**config.mk**
```make
export PLATFORM = sky130hd
export DESIGN_NAME = pseudo_spi_rx_intf
export DESIGN_NICKNAME = d
export VERILOG_FILES = /design/src/rtl/pseudo_spi_pkg.sv /design/src/rtl/pseudo_spi_bit_timer.sv /design/src/rtl/pseudo_spi_rx_intf.sv
export SDC_FILE = /design/constraint.sdc
export NUM_CORES = 1
export LEC_CHECK = 0
export ABC_AREA = 1
export CAP_MARGIN = 20
export CORE_ASPECT_RATIO = 2
export CORE_UTILIZATION = 52
export DETAILED_ROUTE_END_ITERATION = 10
export HOLD_SLACK_MARGIN = 0.06
export PLACE_DENSITY = 0.78
export RECOVER_POWER = 25
export SETUP_SLACK_MARGIN = 0.02
export SYNTH_ARGS = -nofsm -noshare
export SYNTH_HDL_FRONTEND = slang
export SYNTH_SLANG_ARGS = --single-unit
```
**constraint.sdc**
```tcl
create_clock -name CLK -period 1.76 [get_ports CLK]
set_input_delay 0.352 -clock CLK [delete_from_list [all_inputs] [get_ports CLK]]
set_output_delay 0.352 -clock CLK [all_outputs]
set_load 0.1 [all_outputs]
```
**src/rtl/pseudo_spi_pkg.sv**
```systemverilog
// Shared encodings and bit-timing constants for the pseudo-SPI TX and RX interfaces.
package pseudo_spi_pkg;

    typedef enum logic [2:0] {
        ST_IDLE  = 3'd0,
        ST_LOAD  = 3'd1,
        ST_SHFT  = 3'd2,
        ST_WRITE = 3'd3,
        ST_NEXT  = 3'd4,
        ST_DONE  = 3'd5
    } spi_state_e;

    localparam int BIT_CYCLES   = 5;
    localparam int SEL_CYCLES   = 2;
    localparam int PHASE_W      = 3;
    localparam int SEL_W        = 2;

    // Phase counter runs BIT_CYCLES-1 down to 0 within each bit window.
    localparam logic [PHASE_W-1:0] PHASE_FIRST  = PHASE_W'(BIT_CYCLES - 1);
    localparam logic [PHASE_W-1:0] SCLK1_PHASE  = PHASE_W'(3);
    localparam logic [PHASE_W-1:0] SCLK2_PHASE  = PHASE_W'(1);
    localparam logic [PHASE_W-1:0] SAMPLE_PHASE = PHASE_W'(0);
    localparam logic [SEL_W-1:0]   SEL_LAST     = SEL_W'(SEL_CYCLES - 1);

endpackage

```
**src/rtl/pseudo_spi_bit_timer.sv**
```systemverilog
// Per-bit phase counter with SCLK1/SCLK2/sample strobe decode; idles at the first phase
// whenever run is low so every window starts aligned.
module pseudo_spi_bit_timer
    import pseudo_spi_pkg::*;
(
    input  logic CLK,
    input  logic RST,
    input  logic run,
    output logic sclk1,
    output logic sclk2,
    output logic sample
);

    logic [PHASE_W-1:0] phase;

    always_ff @(posedge CLK) begin
        if (RST) begin
            phase <= PHASE_FIRST;
        end else if (!run || phase == SAMPLE_PHASE) begin
            phase <= PHASE_FIRST;
        end else begin
            phase <= phase - PHASE_W'(1);
        end
    end

    assign sclk1  = run && (phase == SCLK1_PHASE);
    assign sclk2  = run && (phase == SCLK2_PHASE);
    assign sample = run && (phase == SAMPLE_PHASE);

endmodule

```
**src/rtl/pseudo_spi_rx_intf.sv**
```systemverilog
// Pseudo-SPI readback: loads the device scan chain, shifts words in LSB-first and
// writes them to consecutive SRAM addresses. Outputs decode registered state only.
module pseudo_spi_rx_intf
    import pseudo_spi_pkg::*;
#(
    parameter int MEMORY_DATA_WIDTH = 8,
    parameter int MEMORY_ADDR_WIDTH = 10,
    parameter int RESERVED_DATA_LEN = 8
) (
    input  logic                         CLK,
    input  logic                         RST,
    input  logic                         BGN,
    input  logic [MEMORY_ADDR_WIDTH-1:0] ADDR_BGN,
    input  logic [RESERVED_DATA_LEN-1:0] DATA_LEN,
    input  logic                         SPI_SI,
    output logic                         SCLK1,
    output logic                         SCLK2,
    output logic                         SEL,
    output logic [MEMORY_ADDR_WIDTH-1:0] A,
    output logic [MEMORY_DATA_WIDTH-1:0] PO,
    output logic                         CEN,
    output logic                         D_WE,
    output logic                         spi_MUX,
    output logic                         spi_is_done
);

    localparam int BIT_W = (MEMORY_DATA_WIDTH > 1) ? $clog2(MEMORY_DATA_WIDTH) : 1;
    localparam logic [BIT_W-1:0] BIT_LAST = BIT_W'(MEMORY_DATA_WIDTH - 1);

    spi_state_e                   state;
    logic [MEMORY_ADDR_WIDTH-1:0] addr;
    logic [RESERVED_DATA_LEN-1:0] words;
    logic [BIT_W-1:0]             bit_cnt;
    logic [SEL_W-1:0]             load_cnt;
    logic [MEMORY_DATA_WIDTH-1:0] shreg;
    logic                         sample;

    pseudo_spi_bit_timer u_bit_timer (
        .CLK    (CLK),
        .RST    (RST),
        .run    (state == ST_SHFT),
        .sclk1  (SCLK1),
        .sclk2  (SCLK2),
        .sample (sample)
    );

    always_ff @(posedge CLK) begin
        if (RST) begin
            state    <= ST_IDLE;
            addr     <= '0;
            words    <= '0;
            bit_cnt  <= '0;
            load_cnt <= '0;
            shreg    <= '0;
        end else begin
            case (state)
                ST_IDLE: begin
                    if (BGN) begin
                        addr     <= ADDR_BGN;
                        words    <= DATA_LEN;
                        load_cnt <= SEL_LAST;
                        state    <= (DATA_LEN == '0) ? ST_DONE : ST_LOAD;
                    end
                end
                ST_LOAD: begin
                    if (!BGN) begin
                        state <= ST_IDLE;
                    end else if (load_cnt == '0) begin
                        bit_cnt <= BIT_LAST;
                        state   <= ST_SHFT;
                    end else begin
                        load_cnt <= load_cnt - SEL_W'(1);
                    end
                end
                ST_SHFT: begin
                    if (!BGN) begin
                        state <= ST_IDLE;
                    end else if (sample) begin
                        // Shift right so the first received bit ends up in bit 0.
                        shreg <= {SPI_SI, shreg[MEMORY_DATA_WIDTH-1:1]};
                        if (bit_cnt == '0) begin
                            state <= ST_WRITE;
                        end else begin
                            bit_cnt <= bit_cnt - BIT_W'(1);
                        end
                    end
                end
                ST_WRITE: begin
                    state <= BGN ? ST_NEXT : ST_IDLE;
                end
                ST_NEXT: begin
                    if (!BGN) begin
                        state <= ST_IDLE;
                    end else begin
                        addr    <= addr + MEMORY_ADDR_WIDTH'(1);
                        words   <= words - RESERVED_DATA_LEN'(1);
                        bit_cnt <= BIT_LAST;
                        state   <= (words == RESERVED_DATA_LEN'(1)) ? ST_DONE : ST_SHFT;
                    end
                end
                ST_DONE: begin
                    if (!BGN) begin
                        state <= ST_IDLE;
                    end
                end
                default: state <= ST_IDLE;
            endcase
        end
    end

    assign SEL         = (state == ST_LOAD);
    assign spi_MUX     = (state == ST_LOAD) || (state == ST_SHFT) ||
                         (state == ST_WRITE) || (state == ST_NEXT);
    assign CEN         = (state != ST_WRITE);
    assign D_WE        = (state != ST_WRITE);
    assign A           = (state == ST_WRITE) ? addr  : '0;
    assign PO          = (state == ST_WRITE) ? shreg : '0;
    assign spi_is_done = (state == ST_DONE);

endmodule
```
==> results.py, run 1 <==
metrics = {
    "final_layout": {
        "diodes": 0,
        "fin_nets": 457,
        "final_util": 0.8033,
        "area_delta_synth_final_pct": 47.20,
        "final.fill_count": 308,
        "final_layout_size_suffix_gt1_frac": 0.2347,
    },
    "run_status": {
        "status": "complete, but fails checks",
        "violations": "negative setup slack",
    },
    "worst_setup_path": {
        "crit_chain": "inv_4, nor3_4, inv_2, buf_8, nand4_1, buf_12",
        "cp_max_fo": 7,
        "slowest_delay_ns": 0.38,
        "crit_slowest_cell": "dfxtp_4",
        "critPathKind": "reg -> out",
        "end_kind": "primary output",
        "required_ns": 1.41,
        "cp.arrival_ns": 1.51,
        "critPathLaunchType": "register",
    },
    "power_and_ir_drop": {
        "power_mw": 4.351,
        "comb_power_share": 0.567,
        "p_switching_mw": 2.099,
        "p_int_mw": 2.252,
        "switching_share": 0.4824,
        "pwr-share-clk": 0.153,
        "peakVddDrop_v": 0.001100,
        "p_leak_nw": 1.488,
        "p_seq_frac": 0.281,
        "p_per_area_mw_per_mm2": 1236,
    },
    "timing": {
        "tns_ns": -1.465,
        "fmax_mhz": 538.1,
        "rsz0062_at_grt": "yes",
        "min_period_ns": 1.859,
        "report.final.slew_viol_count": 0,
        "finalClockSkew_ns": 0.005924,
        "layout_setup_ws_ns": -0.09855,
        "post-route-period-util": 1.056,
        "hold_viol_final": 0,
        "setup_viol": 19,
        "relSlewSlack": 0.5619,
        "tightest_slew_ns": 0.6564,
    },
    "synth": {
        "yosysWarnings": 0,
        "ys_seq_area_frac": 0.3098,
        "synth.distinct_cells": 33,
        "yosysTopAreaCell": "dfxtp_1",
        "yosys-top-cells-area": "dfxtp_1 31%, nand2_1 10%, nor2_1 9.7%",
        "avgSynthCellArea_um2": 6.462,
        "netlist_top_cells_count": "64 x nand2_1, 62 x nor2_1, 54 x inv_1",
        "syn_inst": 370,
        "ys_ff_latch": 37,
        "yosysMostFrequentCell": "nand2_1",
        "synth_edf_count": 0,
        "ys_async_sr_fraction": 0,
        "synthFlopType": "dfxtp_1",
        "yosysTopAreaCellShare": 0.3098,
        "netlist_area_mm2": 0.002391,
        "syn-num-nets": 402,
    },
    "cts": {
        "clockRootBuffer": "clkbuf_8",
        "tritoncts": "built",
        "numCtsBuffers": 5,
        "cts_buffer_depth": 2,
        "cts_sinks": 37,
        "htree_levels": 2,
        "clock_latency_ns": 0.29,
        "cts.reportedPaths.clkPinSlew_ns": 0.07,
    },
    "place": {
        "dp_hpwl_um": 4875,
        "routabilityCongestion": 0.8406,
        "portBuffers": 46,
    },
    "flow_run": {
        "cap_violations": 0,
    },
    "floorplan": {
        "core_mm2": 0.004382,
        "io_pins": 47,
        "chipHeight_um": 97.90,
        "die-width_um": 49.95,
        "floorplan.initialDensity": 0.5457,
        "rows": 34,
        "dieArea_mm2": 0.004890,
    },
    "global_route": {
        "busiest_layer": "met2",
        "grt_pass1_vias": 2487,
        "gr-total-overflow": 0,
        "grt_pass1_wl_um": 10950,
        "met2_usage": 0.5457,
        "use_met1": 0.2823,
        "grt_max_degree": 22,
        "grtUsageTotal": 0.2902,
        "antenna_found_initial": 0,
        "grt_util_met3": 0.04050,
    },
    "drt": {
        "via_per_inst": 5.433,
        "wl_um": 6983,
        "first_pass_iters": 4,
        "drt_iter0_drc": 91,
        "route.vias.total": 2608,
        "drtAntennaViolNets": 0,
        "routedWlPerCell_um": 14.55,
        "drc": 0,
    },
    "hold_path": {
        "min_path_type": "reg -> reg",
    },
}
routing by layer:
layer  vias to the layer above  part of all wire
met3                        19             0.048
li1                       1277                 -
met4                         0             0.028
met2                        86              0.57
met1                      1226              0.36
met5                         -                 0
flip-flops by register name, summed over array words and instances, names as in the netlist:
signal and count:
addr 10, state 3, bit_cnt 3, load_cnt 2
words 8, u_bit_timer.phase 3, shreg 8
repair_timing:
action / CTS / global route
setup endpoints to repair: 22 / 28
hold buffers: 0 / 0
resized for setup: 6 / 4
pin swaps: 3 / 1
buffers inserted: 6 / 2
power by group through the flow:
stage	clock network [mW]	registers (mW)	logic, mW
floorplan	0	1.20	1.69
global placement	0	1.23	2.20
detailed placement	0	1.24	2.25
CTS	0.671	1.20	2.37
global route	0.707	1.24	2.67
finish	0.664	1.22	2.47
cell families after synthesis:
kind of cell,count (synthesis),share of synthesized area
AOI/OAI and AO/OA,80,0.1784
adders and majority gates,10,0.05233
xor gates and xnor gates,3,0.01099
buffers and inverters,74,0.1355
DFF,37,0.3098
and+or+nand+nor,166,0.3129
per-stage QoR:
step	hold WS, ns	cell area [um2]	setup slack, ns	cells
after floorplan	0.4305	2596	-0.2195	370
after global placement	0.4519	3331	0.06055	464
after detailed placement	0.4592	3331	0.01390	464
after CTS	0.4754	3495	-0.05574	478
after global routing	0.5079	3520	-0.1367	480
final	0.4698	3520	-0.09855	480
worst max-delay path, delay by kind of cell (launching register included):
| kind | cells | cell delay (ns) |
|---|---|---|
| buf+inv | 4 | 0.52 |
| flops | 1 | 0.38 |
| simple gates | 2 | 0.31 |
cell usage in the layout (no fill, tap or decap), types with 10 or more instances in the layout:
master           count
ha_1                10
nor2_4              24
o21ai_0             32
dfxtp_1             34
nand3_1             17
inv_1               53
nand2_1             64
clkdlybuf4s50_1     21
buf_4               13
buf_12              26
nor2_1              42
a21oi_1             35
area by class of cell:
| type | count | area [um2] | area share |
|---|---|---|---|
| clock inverters | 1 | 5.005 | 0.001422 |
| well taps | 54 | 67.56 | 0.01920 |
| flip-flops and latches | 37 | 752.0 | 0.2137 |
| multi-input cells | 259 | 1504 | 0.4273 |
| clock buffers | 7 | 96.34 | 0.02737 |
| inverters | 60 | 240.2 | 0.06825 |
| repair buffers | 62 | 854.6 | 0.2428 |
path summary, 6_finish.rpt:
| kind | start | to | slack [ns] | depth (start not counted) |
|---|---|---|---|---|
| max | state[1] | spi_MUX | -0.1 | 6 |
| min | u_bit_timer.phase[0] | u_bit_timer.phase[0] | 0.47 | 1 |
| max reg2reg | state[1] | addr[2] | 0.08 | 8 |
| min reg2reg | u_bit_timer.phase[0] | u_bit_timer.phase[0] | 0.47 | 1 |
Power figures use the tool's default switching activity.
==> run 2, diff against run 1 <==
--- a/config.mk
+++ b/config.mk
@@ -8,6 +8,7 @@
 export ABC_AREA = 1
 export CAP_MARGIN = 20
 export CORE_ASPECT_RATIO = 2
+export CORE_MARGIN = 1
 export CORE_UTILIZATION = 52
 export DETAILED_ROUTE_END_ITERATION = 10
 export HOLD_SLACK_MARGIN = 0.06
@@ -17,3 +18,4 @@
 export SYNTH_ARGS = -nofsm -noshare
 export SYNTH_HDL_FRONTEND = slang
 export SYNTH_SLANG_ARGS = --single-unit
+export TNS_END_PERCENT = 30
==> constraint.sdc (replaced) <==
create_clock -name CLK -period 1.76 [get_ports CLK]
set_input_delay 0.176 -clock CLK [delete_from_list [all_inputs] [get_ports CLK]]
set_output_delay 0.176 -clock CLK [all_outputs]
set_load 0.1 [all_outputs]
==> results.py, run 2 (synthesis gave the netlist of run 1 again) <==
metrics = {
    "drt": {
        "top_layer": "met4",
        "wl_met2_um": 3493,
        "drc": 0,
        "routed-wl-met3_um": 259,
        "route.vias.total": 2527,
        "met1Wirelength_um": 2311,
        "routedWlPerCell_um": 13.22,
        "drt_iter0_drc": 62,
        "drtAntennaViolNets": 0,
        "first_pass_iters": 5,
        "wl_um": 6226,
        "via_per_inst": 5.365,
    },
    "power_and_ir_drop": {
        "peakVddDrop_v": 0.001655,
        "pwr-share-clk": 0.147,
        "switching_share": 0.4867,
        "comb_power_share": 0.555,
        "p_int_mw": 2.076,
        "p_leak_nw": 1.418,
        "power_mw": 4.044,
        "p_seq_frac": 0.297,
        "p_switching_mw": 1.968,
        "p_per_area_mw_per_mm2": 1202,
    },
    "final_layout": {
        "reg.largest.list": "addr: 10 flops, shreg: 8 flops, words: 8 flops",
        "area_delta_synth_final_pct": 40.71,
        "diodes": 0,
        "largest-register": "addr",
        "final_layout_size_suffix_gt1_frac": 0.2134,
        "fin_nets": 448,
        "final_util": 0.7678,
        "largest_reg_flops": 10,
        "design_area_mm2": 0.003364,
        "final_cell_mix": "64 x nand2_1, 54 x inv_1, 42 x nor2_1",
        "layout.cells.most_common": "nand2_1",
    },
    "worst_setup_path": {
        "reg2regPathDepth": 6,
        "required_ns": 1.58,
        "reg2reg_to": "addr[5]",
        "critPathLaunchType": "register",
        "cp_max_fo": 21,
        "cp-endpoint": "A[6]",
        "crit_start": "state[1]",
        "critPathKind": "reg -> out",
        "cp.arrival_ns": 1.54,
        "rrSetupSlack_ns": 0.19,
        "timing.rr.start": "state[2]",
        "end_kind": "primary output",
    },
    "timing": {
        "report.final.slew_viol_count": 0,
        "relSlewSlack": 0.5638,
        "rsz0062_at_grt": "yes",
        "finalClockSkew_ns": 0.002337,
        "setup_viol": 0,
        "layout_setup_ws_ns": 0.04659,
        "min_period_ns": 1.713,
        "hold_viol_final": 0,
        "fmax_mhz": 583.6,
        "tightest_slew_ns": 0.6535,
        "post-route-period-util": 0.9735,
    },
    "cts": {
        "cts.reportedPaths.clkPinSlew_ns": 0.08,
        "cts_sinks": 37,
        "cts_buffer_depth": 2,
        "clockRootBuffer": "clkbuf_8",
        "hold_buffers": 0,
        "htree_levels": 2,
        "clock_latency_ns": 0.29,
        "numCtsBuffers": 5,
        "tritoncts": "built",
        "postCtsSetupBuffers": 0,
    },
    "floorplan": {
        "io_pins": 47,
        "rows": 34,
        "floorplan.initialDensity": 0.5457,
        "dieArea_mm2": 0.004890,
        "die-width_um": 49.95,
        "chipHeight_um": 97.90,
        "core_mm2": 0.004382,
    },
    "global_route": {
        "grt_pass1_wl_um": 10430,
        "grt_pass1_vias": 2452,
        "grt_max_degree": 22,
        "gr-total-overflow": 0,
        "antenna_found_initial": 0,
        "grtUsageTotal": 0.2717,
    },
    "place": {
        "dp_hpwl_um": 4629,
        "dpl_worst_slack_ns": 0.1792,
        "portBuffers": 46,
        "dpl_cell_area_mm2": 0.003242,
        "routabilityCongestion": 0.8701,
    },
    "run_status": {
        "status": "finished clean",
    },
    "hold_path": {
        "min_path_type": "reg -> reg",
    },
    "flow_run": {
        "cap_violations": 0,
    },
}
## run 2: power groups by stage
stage          clock, mW  combinational [mW]  sequential [mW]
6_report           0.595                2.25             1.20
5_1_grt            0.633                2.44             1.23
4_1_cts            0.597                2.23             1.19
3_5_place_dp           0                2.21             1.21
3_3_place_gp           0                2.15             1.20
2_1_floorplan          0                1.61             1.18
## run 2: worst min-delay path by stage
stage	cells past startpoint	startpoint	slack, ns	to
after floorplan	1	RST	0.25	addr[2]
after global placement	2	load_cnt[1]	0.45	load_cnt[1]
after detailed placement	2	load_cnt[1]	0.46	load_cnt[1]
after CTS	2	load_cnt[1]	0.47	load_cnt[1]
after global routing	2	load_cnt[1]	0.50	load_cnt[1]
final	2	load_cnt[1]	0.47	load_cnt[1]
## run 2: layout make-up
cell class                      instances  area, um2
Multi-Input combinational cell        259       1453
Fill cell                             348       1017
Timing Repair Buffer                   53      783.3
Sequential cell                        37      745.7
Inverter                               60      229.0
Clock buffer                            5      68.82
Tap cell                               54      67.56
Clock inverter                          3      17.52
## run 2: through the flow
step | TNS, ns | instances | hold slack (ns)
after global placement | 0 | 463 | 0.4537
final | 0 | 471 | 0.4698
after CTS | 0 | 471 | 0.4688
after floorplan | -2.624 | 370 | 0.2545
after detailed placement | 0 | 463 | 0.4575
after global routing | -0.009936 | 471 | 0.5027
## run 2: metal layers
| metal | vias to the layer above | global-route usage |
|---|---|---|
| li1 | 1257 | - |
| met1 | 1163 | 0.2746 |
| met2 | 91 | 0.5177 |
| met3 | 16 | 0.03115 |
| met4 | 0 | 0.1385 |
| met5 | - | 0 |
## run 2: critical path: stages, from the launching register on
cell     delay (ns)
dfxtp_4        0.38
inv_2          0.05
nor3_2         0.18
inv_1          0.10
buf_12         0.19
nor2_2         0.15
buf_12         0.19
## run 2: what timing repair did
action | CTS | global route
setup endpoints to repair | 21 | 12
pin swaps | 0 | 1
gates resized for setup | 5 | 7
